**config.mk**
```make
export PLATFORM = sky130hd
export DESIGN_NAME = switch_event_reader
export DESIGN_NICKNAME = d
export VERILOG_FILES = /design/src/rtl/switch_event_reader.sv
export SDC_FILE = /design/constraint.sdc
export NUM_CORES = 1
export LEC_CHECK = 0
export ABC_AREA = 1
export CORE_ASPECT_RATIO = 0.7
export CORE_MARGIN = 10
export CORE_UTILIZATION = 64
export CTS_BUF_LIST = sky130_fd_sc_hd__clkbuf_16
export DETAILED_ROUTE_END_ITERATION = 10
export PLACE_DENSITY_LB_ADDON = 0.25
export SYNTH_ARGS = -nofsm -noshare
export SYNTH_HDL_FRONTEND = slang
export SYNTH_SLANG_ARGS = --single-unit
```
**constraint.sdc**
```tcl
create_clock -name clk -period 4.1 [get_ports clk]
set_input_delay 0.82 -clock clk [delete_from_list [all_inputs] [get_ports clk]]
set_output_delay 0.82 -clock clk [all_outputs]
set_load 0.005 [all_outputs]
```
**src/rtl/switch_event_reader.sv**
```systemverilog
// Synchronizes and debounces eight raw switches against a shared sample tick.
// Each accepted level change is queued as an event and delivered lowest index first over valid/ready.
module switch_event_reader #(
  parameter logic [23:0] TICK_COUNT       = 24'd10_000,
  parameter int          DEBOUNCE_SAMPLES = 4
) (
  input  logic       clk,
  input  logic       reset,
  input  logic [7:0] sw_in,
  input  logic       ev_ready,
  input  logic       lost_clr,
  output logic       ev_valid,
  output logic [2:0] ev_index,
  output logic       ev_level,
  output logic [7:0] sw_state,
  output logic       lost
);

  localparam logic [23:0] TICK_LAST = TICK_COUNT - 24'd1;
  localparam logic [3:0]  CNT_LAST  = 4'(DEBOUNCE_SAMPLES - 1);

  logic [7:0]      sync1, sync2;
  logic [23:0]     presc;
  logic            tick;
  logic [7:0][3:0] cnt, cnt_next;
  logic [7:0]      state_next;
  logic [7:0]      change;
  logic [7:0]      pending, pending_next;
  logic            pick_any;
  logic [2:0]      pick_idx;
  logic            load;
  logic [7:0]      load_clr;
  logic            lost_set;

  assign tick = (presc == TICK_LAST);

  // Debounce: a bit flips only after DEBOUNCE_SAMPLES consecutive mismatching ticks.
  always_comb begin
    // NOTE: every combinational output gets a default first, so no path leaves it unassigned and no latch is inferred.
    cnt_next   = cnt;
    state_next = sw_state;
    change     = '0;
    if (tick) begin
      for (int i = 0; i < 8; i++) begin
        if (sync2[i] == sw_state[i]) begin
          cnt_next[i] = '0;
        end else if (cnt[i] == CNT_LAST) begin
          state_next[i] = sync2[i];
          cnt_next[i]   = '0;
          change[i]     = 1'b1;
        end else begin
          cnt_next[i] = cnt[i] + 4'd1;
        end
      end
    end
  end

  // Lowest pending index wins: scanning downward lets the smallest index overwrite last.
  always_comb begin
    pick_any = |pending;
    pick_idx = '0;
    for (int i = 7; i >= 0; i--) begin
      if (pending[i]) pick_idx = 3'(i);
    end
  end

  assign load         = !ev_valid || ev_ready;
  assign load_clr     = (load && pick_any) ? (8'b1 << pick_idx) : 8'b0;
  // A change landing on a bit being loaded out this cycle re-arms it without loss.
  assign lost_set     = |(change & pending & ~load_clr);
  assign pending_next = (pending & ~load_clr) | change;

  // NOTE: sequential state uses non-blocking assignments so every flop samples pre-edge values.
  always_ff @(posedge clk) begin
    if (reset) begin
      // NOTE: the debounce counters are a handful of flops, not a RAM, so they are reset with everything else.
      sync1    <= '0;
      sync2    <= '0;
      presc    <= '0;
      cnt      <= '0;
      sw_state <= '0;
      pending  <= '0;
      ev_valid <= 1'b0;
      ev_index <= '0;
      ev_level <= 1'b0;
      lost     <= 1'b0;
    end else begin
      sync1    <= sw_in;
      sync2    <= sync1;
      presc    <= tick ? 24'd0 : presc + 24'd1;
      cnt      <= cnt_next;
      sw_state <= state_next;
      pending  <= pending_next;
      if (load) begin
        ev_valid <= pick_any;
        if (pick_any) begin
          ev_index <= pick_idx;
          ev_level <= sw_state[pick_idx];
        end
      end
      if (lost_set)      lost <= 1'b1;
      else if (lost_clr) lost <= 1'b0;
    end
  end

endmodule
```
==> results.md, run 1 <==
| Group | Item | This run |
|---|---|---|
| cells and area | Share of final-layout standard cells stronger than drive strength 1 | 7.767% |
| drt | Average routed wire per standard cell | 14.01 um |
| global routing | Pin count of the biggest net entering global routing | 43 |
| clock network | TritonCTS buffer count | 9 |
| sta | Unrepaired setup endpoints after global routing | false |
| cells and area | Most common library cell in the layout ignoring fill and taps | dfxtp_1 |
| logic synthesis | Share of cell area taken by muxes after synthesis | 0% |
| setup path | Data required time at the worst endpoint | 4320 ps |
| logic synthesis | Most area-hungry cell type in the Yosys netlist | dfxtp_1 |
| drt | DRC violations left | 0 |
| global routing | Global-route wire length before repair | 16.84 mm |
| cells and area | Most frequent cells in the layout | dfxtp_1, inv_1, nor2_1 |
| clock network | CTS root buffer | clkbuf_16 |
| global routing | Leftover overflow at the end of global routing | 0 |
| sta | Final-report hold violation count | 0 |
| global routing | Vias in the first global route | 3581 |
| clock network | Number of sinks handled by clock tree synthesis | 94 |
| clock network | # Post-CTS Setup Buffers | 0 |
| floorplan | Vert. Die Dim | 89.60 um |
| logic synthesis | Cell types with the largest area share after synthesis | dfxtp_1, inv_1, nor2_1 |
| setup path | Critical path type | register to register |
| floorplan | Number of rows in the core area | 25 |
| placement | Estimated wirelength of the detail-placed design | 6.954 mm |
| setup path | Critical-path cell with the highest stage delay | nor2_4 |
| floorplan | Number of top-level design ports | 26 |
| drt | Length of the first detailed-routing pass in iterations | 5 |
| min path | Worst Hold Class | register to register |
| sta | Post-route fraction of the period consumed by the critical path | 66.31% |
| pwr | Share of total power consumed by net switching | 21.18% |
| logic synthesis | Post-Syn Instances | 591 |
| pwr | Power per standard cell area | 356.4 mW/mm2 |
| setup path | Launching instance or port of the critical path | presc[0] |
| run | Total of max-cap violations | 0 |
| logic synthesis | Share of the synthesized area in the top cell type | 42.49% |
| logic synthesis | Main combinational cell family by area after synthesis | simple AND/OR/NAND/NOR gates |
| logic synthesis | Post-Syn Area | 0.004429 mm2 |
| setup path | Worst-case reg-to-reg path depth | 10 |
| clock network | Post-cts gate resize count | 0 |
| clock network | Post-CTS Hold Buffers | 0 |
| pwr | Share of total power in the clock network | 45.2% |
| logic synthesis | Yosys synthesis warning count | 0 |
| setup path | Endpoint of the most critical setup path | cnt[19] |
| placement | Port Buffers | 25 |
| logic synthesis | Simple-gate portion of the synthesized area | 33.19% |
| drt | Initial detailed-routing violation count | 408 |
| cells and area | Multi-input gate area | 0.002157 mm2 |
| clock network | H-tree levels | 3 |
| sta | Worst setup slack after layout | 1381 ps |
| sta | Count of endpoints failing setup in the final report | 0 |
| setup path | Setup slack of the most critical reg-to-reg path | 1380 ps |
| clock network | CTS tree | done |
| cells and area | Signed area change from the synthesized netlist to the final layout | 13.47% |
| setup path | Critical path's largest stage delay | 500 ps |
| clock network | Longest Clk Path Bufs | 2 |
| cells and area | Number of filler cells placed in the layout | 496 |
| sta | Max-slew violations | 0 |
| placement | RD Place Congestion | 0.8918 |
| sta | Post-Route Hold Slack | 401.8 ps |
| setup path | Most frequent cell on the critical path | inv_2 |
| setup path | Startpoint Class | register |
| sta | Max-slew headroom | 35.24% |
| logic synthesis | Synth Area in XOR/XNOR | 2.768% |
| logic synthesis | Total nets after synthesis | 612 |
| floorplan | DIE AREA | 0.01070 mm2 |
| drt | DRT Wirelength | 9.977 mm |
| global routing | Antenna violations before repair | 0 |
| clock network | Clock transition at path regs | 60 ps |
| setup path | Arrival time at the worst endpoint | 2940 ps |
| drt | Final antenna-violating net count | 0 |
| floorplan | CORE AREA | 0.006725 mm2 |
| setup path | Largest driver fanout on the critical path | 25 |
| pwr | Final Power | 1.791 mW |
| logic synthesis | Synth Flop Type | dfxtp_1 |
| floorplan | Chip width | 119.4 um |
| pwr | Relative contribution of sequential cells to total power | 51.8% |
| setup path | Crit end category | register |
| logic synthesis | Post-Synthesis Mean Instance Area | 7.494 um2 |
| clock network | Source-to-sink clock delay at the later pin of the worst-skew pair | 340 ps |
| sta | Max Clock Skew | 6.006 ps |
| logic synthesis | Synthesized-area fraction occupied by ao, oa, aoi and oai cells | 10.20% |
| cells and area | Final layout net count | 635 |
| logic synthesis | Number of flip-flops and latches in the synthesized netlist | 94 |
| cells and area | Util after Layout | 74.73% |
| pwr | P_leak | 2.010 nW |
| sta | Setup TNS | 0 ps |
| logic synthesis | Library cells used by synthesis | 40 |
| sta | Max Freq | 367.8 MHz |
| drt | Via-to-Cell Ratio | 5.549 |
| global routing | Gr usage total | 19.04% |
| cells and area | Final antenna diode count | 0 |
| placement | Pre-CTS setup slack | 1262 ps |
| pwr | Fraction of power consumed by combinational cells | 3.0% |
| logic synthesis | Arithmetic-cell share of the synthesized area counting full adders, half adders and majority gates | 2.542% |
| pwr | Switching power total | 0.3794 mW |
| pwr | Worst vdd rail ir drop | 0.2619 mV |
| setup path | Startpoint of the worst-slack reg-to-reg timing path | presc[0] |
| sta | Transition time at the pin with the least slew margin | 969.0 ps |
| setup path | Critical Path, Cell by Cell | ha_1, nand3_1, nor2_1, nand2_1, nor2_4, inv_2, nand2_2, inv_2, a31oi_2, nor3b_2 |
| setup path | Critical R2R Capture | cnt[19] |
| pwr | Internal portion of total power | 1.412 mW |
| drt | Vias after detailed routing | 3951 |
| logic synthesis | Sequential-to-total area share from yosys stat | 42.49% |
| logic synthesis | Fraction of synthesis flops using an asynchronous set or reset pin | 0% |
| floorplan | Initial standard-cell utilization of the core | 65.86% |
| logic synthesis | Number of enable-type register cells in the synthesized netlist | 0 |
| cells and area | Seq. cell area | 0.001882 mm2 |
| outcome | Status | finished clean |
| sta | Crit path time final | 2719 ps |
## how the worst min path moves through the flow
stage,to,start,slack (ps),cells after the start
after floorplan,sync2[0],sync1[0],390,2
after global placement,sync2[1],sync1[1],390,2
after detailed placement,sync2[1],sync1[1],390,2
after CTS,sync2[1],sync1[1],400,2
after global routing,sync2[1],sync1[1],420,2
final,sync2[1],sync1[1],400,2
## state kept, by name (all words and copies together) (netlist names)
register  count
ev_level      1
lost          1
ev_index      3
sync2         8
cnt          32
presc        24
sw_state      8
ev_valid      1
sync1         8
pending       8
## logic make-up (layout without fill, tap and decap cells)
logic type,after synthesis,in the layout
AND/OR/NAND/NOR,291,291
buffers and inverters,100,127
flip-flops,94,94
AO/OA/AOI/OAI,83,83
XOR/XNOR,14,14
adder cells (fa/ha/maj),9,9
## critical path: cells and delay by family (launching register included)
family / cells / cell delay (ps)
AND/OR/NAND/NOR: 6 / 1360
flip-flops: 1 / 360
AO/OA/AOI/OAI: 1 / 290
adder cells (fa/ha/maj): 1 / 210
buffers and inverters: 2 / 370
## cell type report
class | count | share of cell area (%)
inverter | 86 | 6.423
tap | 94 | 2.340
multi-input combinational | 397 | 42.92
clock inverter | 6 | 1.270
sequential | 94 | 37.44
clock buffer | 9 | 4.481
timing repair buffer | 26 | 5.128
## through the flow
| step | cell area (um2) | instances |
|---|---|---|
| after floorplan | 4429 | 591 |
| after global placement | 4737 | 697 |
| after CTS | 5026 | 712 |
| after detailed placement | 4737 | 697 |
| final | 5026 | 712 |
| after global routing | 5026 | 712 |
## cell usage after synthesis, types with 2 or more instances
cell type and n:
o21ai_0 24, o21ai_1 3, and3_1 8, nand4_1 11
dfxtp_1 94, or2_2 3, nor3_1 33, clkbuf_1 6
nor3b_1 13, nor2_4 2, a211oi_1 3, nor4_1 3
a31oi_1 2, o21a_1 3, nor2_2 3, xor2_1 5
inv_2 5, nand3_1 41, a31oi_2 2, nor2_1 78
ha_1 9, or2_0 6, a21oi_1 45, nand2_2 3
inv_1 80, nand3_2 3, nand2_1 72, xnor2_1 9
buf_2 6, nor3b_2 6
## per-layer routing
| metal | track usage [%] | part of all wire [%] | vias to the layer above |
|---|---|---|---|
| met4 | 5.568 | 1.3 | 0 |
| met2 | 30.90 | 45 | 140 |
| met1 | 24.43 | 47 | 1811 |
| li1 | - | - | 1985 |
| met5 | 0 | 0 | - |
| met3 | 5.434 | 7.5 | 15 |
## power by group through the flow
stage	registers [mW]	clock network [mW]	logic, mW
floorplan	0.947	0	0.0347
global placement	0.948	0	0.0508
detailed placement	0.949	0	0.0531
CTS	0.928	0.817	0.0534
global route	0.928	0.859	0.0602
finish	0.928	0.810	0.0536
Note: power is estimated with default switching activity, not from simulation.
==> run 2, diff against run 1 <==
- CORE_UTILIZATION: 64 -> 59
- clock period: 4.1 -> 2.8 ns (I/O delays scaled with it)
==> run 2 against run 1 <==
Worst setup slack got worse by 730 ps. Count of clock-buffer cells in the layout unchanged. Non-clock buffer count increased by 4. Sequential power increased by 47%. Largest cell class unchanged. Flip-flop and latch count unchanged. Critical path depth unchanged. Sequential share of layout area decreased by 0.21 points. Via count decreased by 2.3%. Combinational power increased by 49%. Critical path type unchanged. Register-to-register slack got worse by 730 ps.
==> results.md, run 2 (synthesis gave the netlist of run 1 again) <==
| Group | Item | This run |
|---|---|---|
| global routing | Gr usage total | 17.07% |
| cells and area | Total non-filler cell area in the finished layout | 0.005055 mm2 |
| clock network | TritonCTS buffer count | 9 |
| setup path | Worst-case reg-to-reg path depth | 10 |
| placement | RD Place Congestion | 0.8931 |
| setup path | Data required time at the worst endpoint | 3030 ps |
| floorplan | Number of top-level design ports | 26 |
| cells and area | Most common library cell in the layout ignoring fill and taps | dfxtp_1 |
| placement | Port Buffers | 25 |
| sta | Count of endpoints failing setup in the final report | 0 |
| sta | Setup TNS | 0 ps |
| cells and area | Final cell count without fillers | 721 |
| setup path | Crit end category | register |
| sta | Max-slew violations | 0 |
| setup path | Largest driver fanout on the critical path | 19 |
| pwr | Final Power | 2.592 mW |
| cells and area | Final antenna diode count | 0 |
| cells and area | Most frequent cells in the layout | dfxtp_1, inv_1, nor2_1 |
| sta | Crit path time final | 2145 ps |
| setup path | Critical R2R Capture | cnt[18] |
| drt | Via-to-Cell Ratio | 5.355 |
| floorplan | Initial standard-cell utilization of the core | 60.78% |
| sta | Worst setup slack after layout | 655.0 ps |
| cells and area | Final layout net count | 639 |
| run | Total of max-cap violations | 0 |
| sta | Unrepaired setup endpoints after global routing | false |
| drt | DRC violations left | 0 |
| clock network | Post-cts gate resize count | 0 |
| setup path | Critical Path, Cell by Cell | ha_1, nand3_1, nor2_1, nand2_1, nor2_4, inv_2, nand2_2, inv_2, a31oi_2, nor3_1 |
| drt | Initial detailed-routing violation count | 310 |
| global routing | Leftover overflow at the end of global routing | 0 |
| clock network | Longest Clk Path Bufs | 2 |
| sta | Final-report hold violation count | 0 |
| setup path | Endpoint of the most critical setup path | cnt[18] |
| cells and area | Max reg flops | 32 |
| pwr | Worst vdd rail ir drop | 0.3651 mV |
| setup path | Arrival time at the worst endpoint | 2370 ps |
| placement | Cell count after placement | 705 |
| drt | Average routed wire per standard cell | 12.86 um |
| setup path | Critical-path cell with the highest stage delay | nor2_4 |
| setup path | Startpoint Class | register |
| cells and area | Signed area change from the synthesized netlist to the final layout | 14.12% |
| sta | Post-route fraction of the period consumed by the critical path | 76.61% |
| setup path | Launching instance or port of the critical path | presc[0] |
| floorplan | DIE AREA | 0.01143 mm2 |
| cells and area | Biggest register | cnt |
| global routing | Global-route wire length before repair | 16.15 mm |
| setup path | Most frequent cell on the critical path | inv_2 |
| clock network | Number of sinks handled by clock tree synthesis | 94 |
| setup path | Setup slack of the most critical reg-to-reg path | 650 ps |
| floorplan | Vert. Die Dim | 92.49 um |
| floorplan | Number of rows in the core area | 26 |
| cells and area | Largest registers ranked by flip-flop count | cnt x32, presc x24 |
| placement | Estimated wirelength of the detail-placed design | 6.800 mm |
| clock network | Source-to-sink clock delay at the later pin of the worst-skew pair | 350 ps |
| drt | Final antenna-violating net count | 0 |
| floorplan | CORE AREA | 0.007287 mm2 |
| sta | Max Freq | 466.2 MHz |
| clock network | H-tree levels | 3 |
| cells and area | Number of filler cells placed in the layout | 608 |
| global routing | Antenna violations before repair | 0 |
| setup path | Critical path type | register to register |
| pwr | P_leak | 2.022 nW |
| drt | Vias after detailed routing | 3861 |
| setup path | Critical path's largest stage delay | 390 ps |
| clock network | CTS root buffer | clkbuf_16 |
| drt | Length of the first detailed-routing pass in iterations | 5 |
| placement | Pre-CTS setup slack | 481.8 ps |
| setup path | Startpoint of the worst-slack reg-to-reg timing path | presc[0] |
| min path | Hold depth | 2 |
| cells and area | Share of final-layout standard cells stronger than drive strength 1 | 8.507% |
| global routing | Pin count of the biggest net entering global routing | 43 |
| placement | Placed inst area | 0.004772 mm2 |
| global routing | Vias in the first global route | 3552 |
| outcome | Status | finished clean |
| clock network | CTS tree | done |
| drt | DRT Wirelength | 9.275 mm |
| sta | Max-slew headroom | 67.80% |
| sta | Max Clock Skew | 8.035 ps |
| sta | Transition time at the pin with the least slew margin | 481.9 ps |
| min path | Worst Hold Class | register to register |
| clock network | Clock transition at path regs | 70 ps |
| floorplan | Chip width | 123.6 um |
| pwr | Power per standard cell area | 512.8 mW/mm2 |
| clock network | # Post-CTS Setup Buffers | 0 |
| clock network | Post-CTS Hold Buffers | 0 |
run 2: cell count changes in the layout (fill, tap and decap cells not counted), sizes merged:
cell / before / now
clkinv: 3 / 4
inv: 87 / 88
buf: 1 / 5
bufinv: 1 / 0
run 2: metrics by stage:
| stage | util (%) | hold slack [ps] |
|---|---|---|
| 2_1_floorplan | - | 388.3 |
| 3_3_place_gp | 65.49 | 389.4 |
| 3_5_place_dp | 65.49 | 392.5 |
| 4_1_cts | 69.37 | 403.8 |
| 5_1_grt | 69.37 | 421.7 |
| 6_report | 69.37 | 402.3 |
run 2: area by class of cell:
class	instances	area [um2]	area share, %
inverters	86	322.8	6.386
multi-input cells	397	2157	42.67
flip-flops and latches	94	1882	37.23
clock inverters	7	57.56	1.139
repair buffers	30	287.8	5.693
well taps	98	122.6	2.426
clock buffers	9	225.2	4.455
run 2: how the worst min path moves through the flow:
stage | start | endpoint | slack (ps)
after global routing | sync1[5] | sync2[5] | 420
after CTS | sync1[5] | sync2[5] | 400
after floorplan | sync1[0] | sync2[0] | 390
final | sync1[5] | sync2[5] | 400
after global placement | sync1[2] | sync2[2] | 390
after detailed placement | sync1[2] | sync2[2] | 390
run 2: layer usage:
| layer | up-vias | global-route usage, % | part of all wire [%] |
|---|---|---|---|
| li1 | 1991 | - | - |
| met1 | 1748 | 22.97 | 51 |
| met2 | 104 | 24.91 | 41 |
| met3 | 18 | 6.186 | 6.4 |
| met4 | 0 | 5.222 | 1.2 |
| met5 | - | 0 | 0 |
run 2: worst max-delay path: cells and delay by family (launching register included):
| family | cells | cell delay, ps |
|---|---|---|
| buf+inv | 2 | 210 |
| compound gates | 1 | 290 |
| simple gates | 6 | 980 |
| fa+ha+maj | 1 | 190 |
| flops | 1 | 350 |
run 2: where the power goes:
group / internal [mW] / leakage (nW) / switching, mW
registers: 1.35 / 0.761 / 0.00693
logic: 0.0317 / 1.12 / 0.0483
clock network: 0.614 / 0.136 / 0.541
total: 2.00 / 2.02 / 0.596
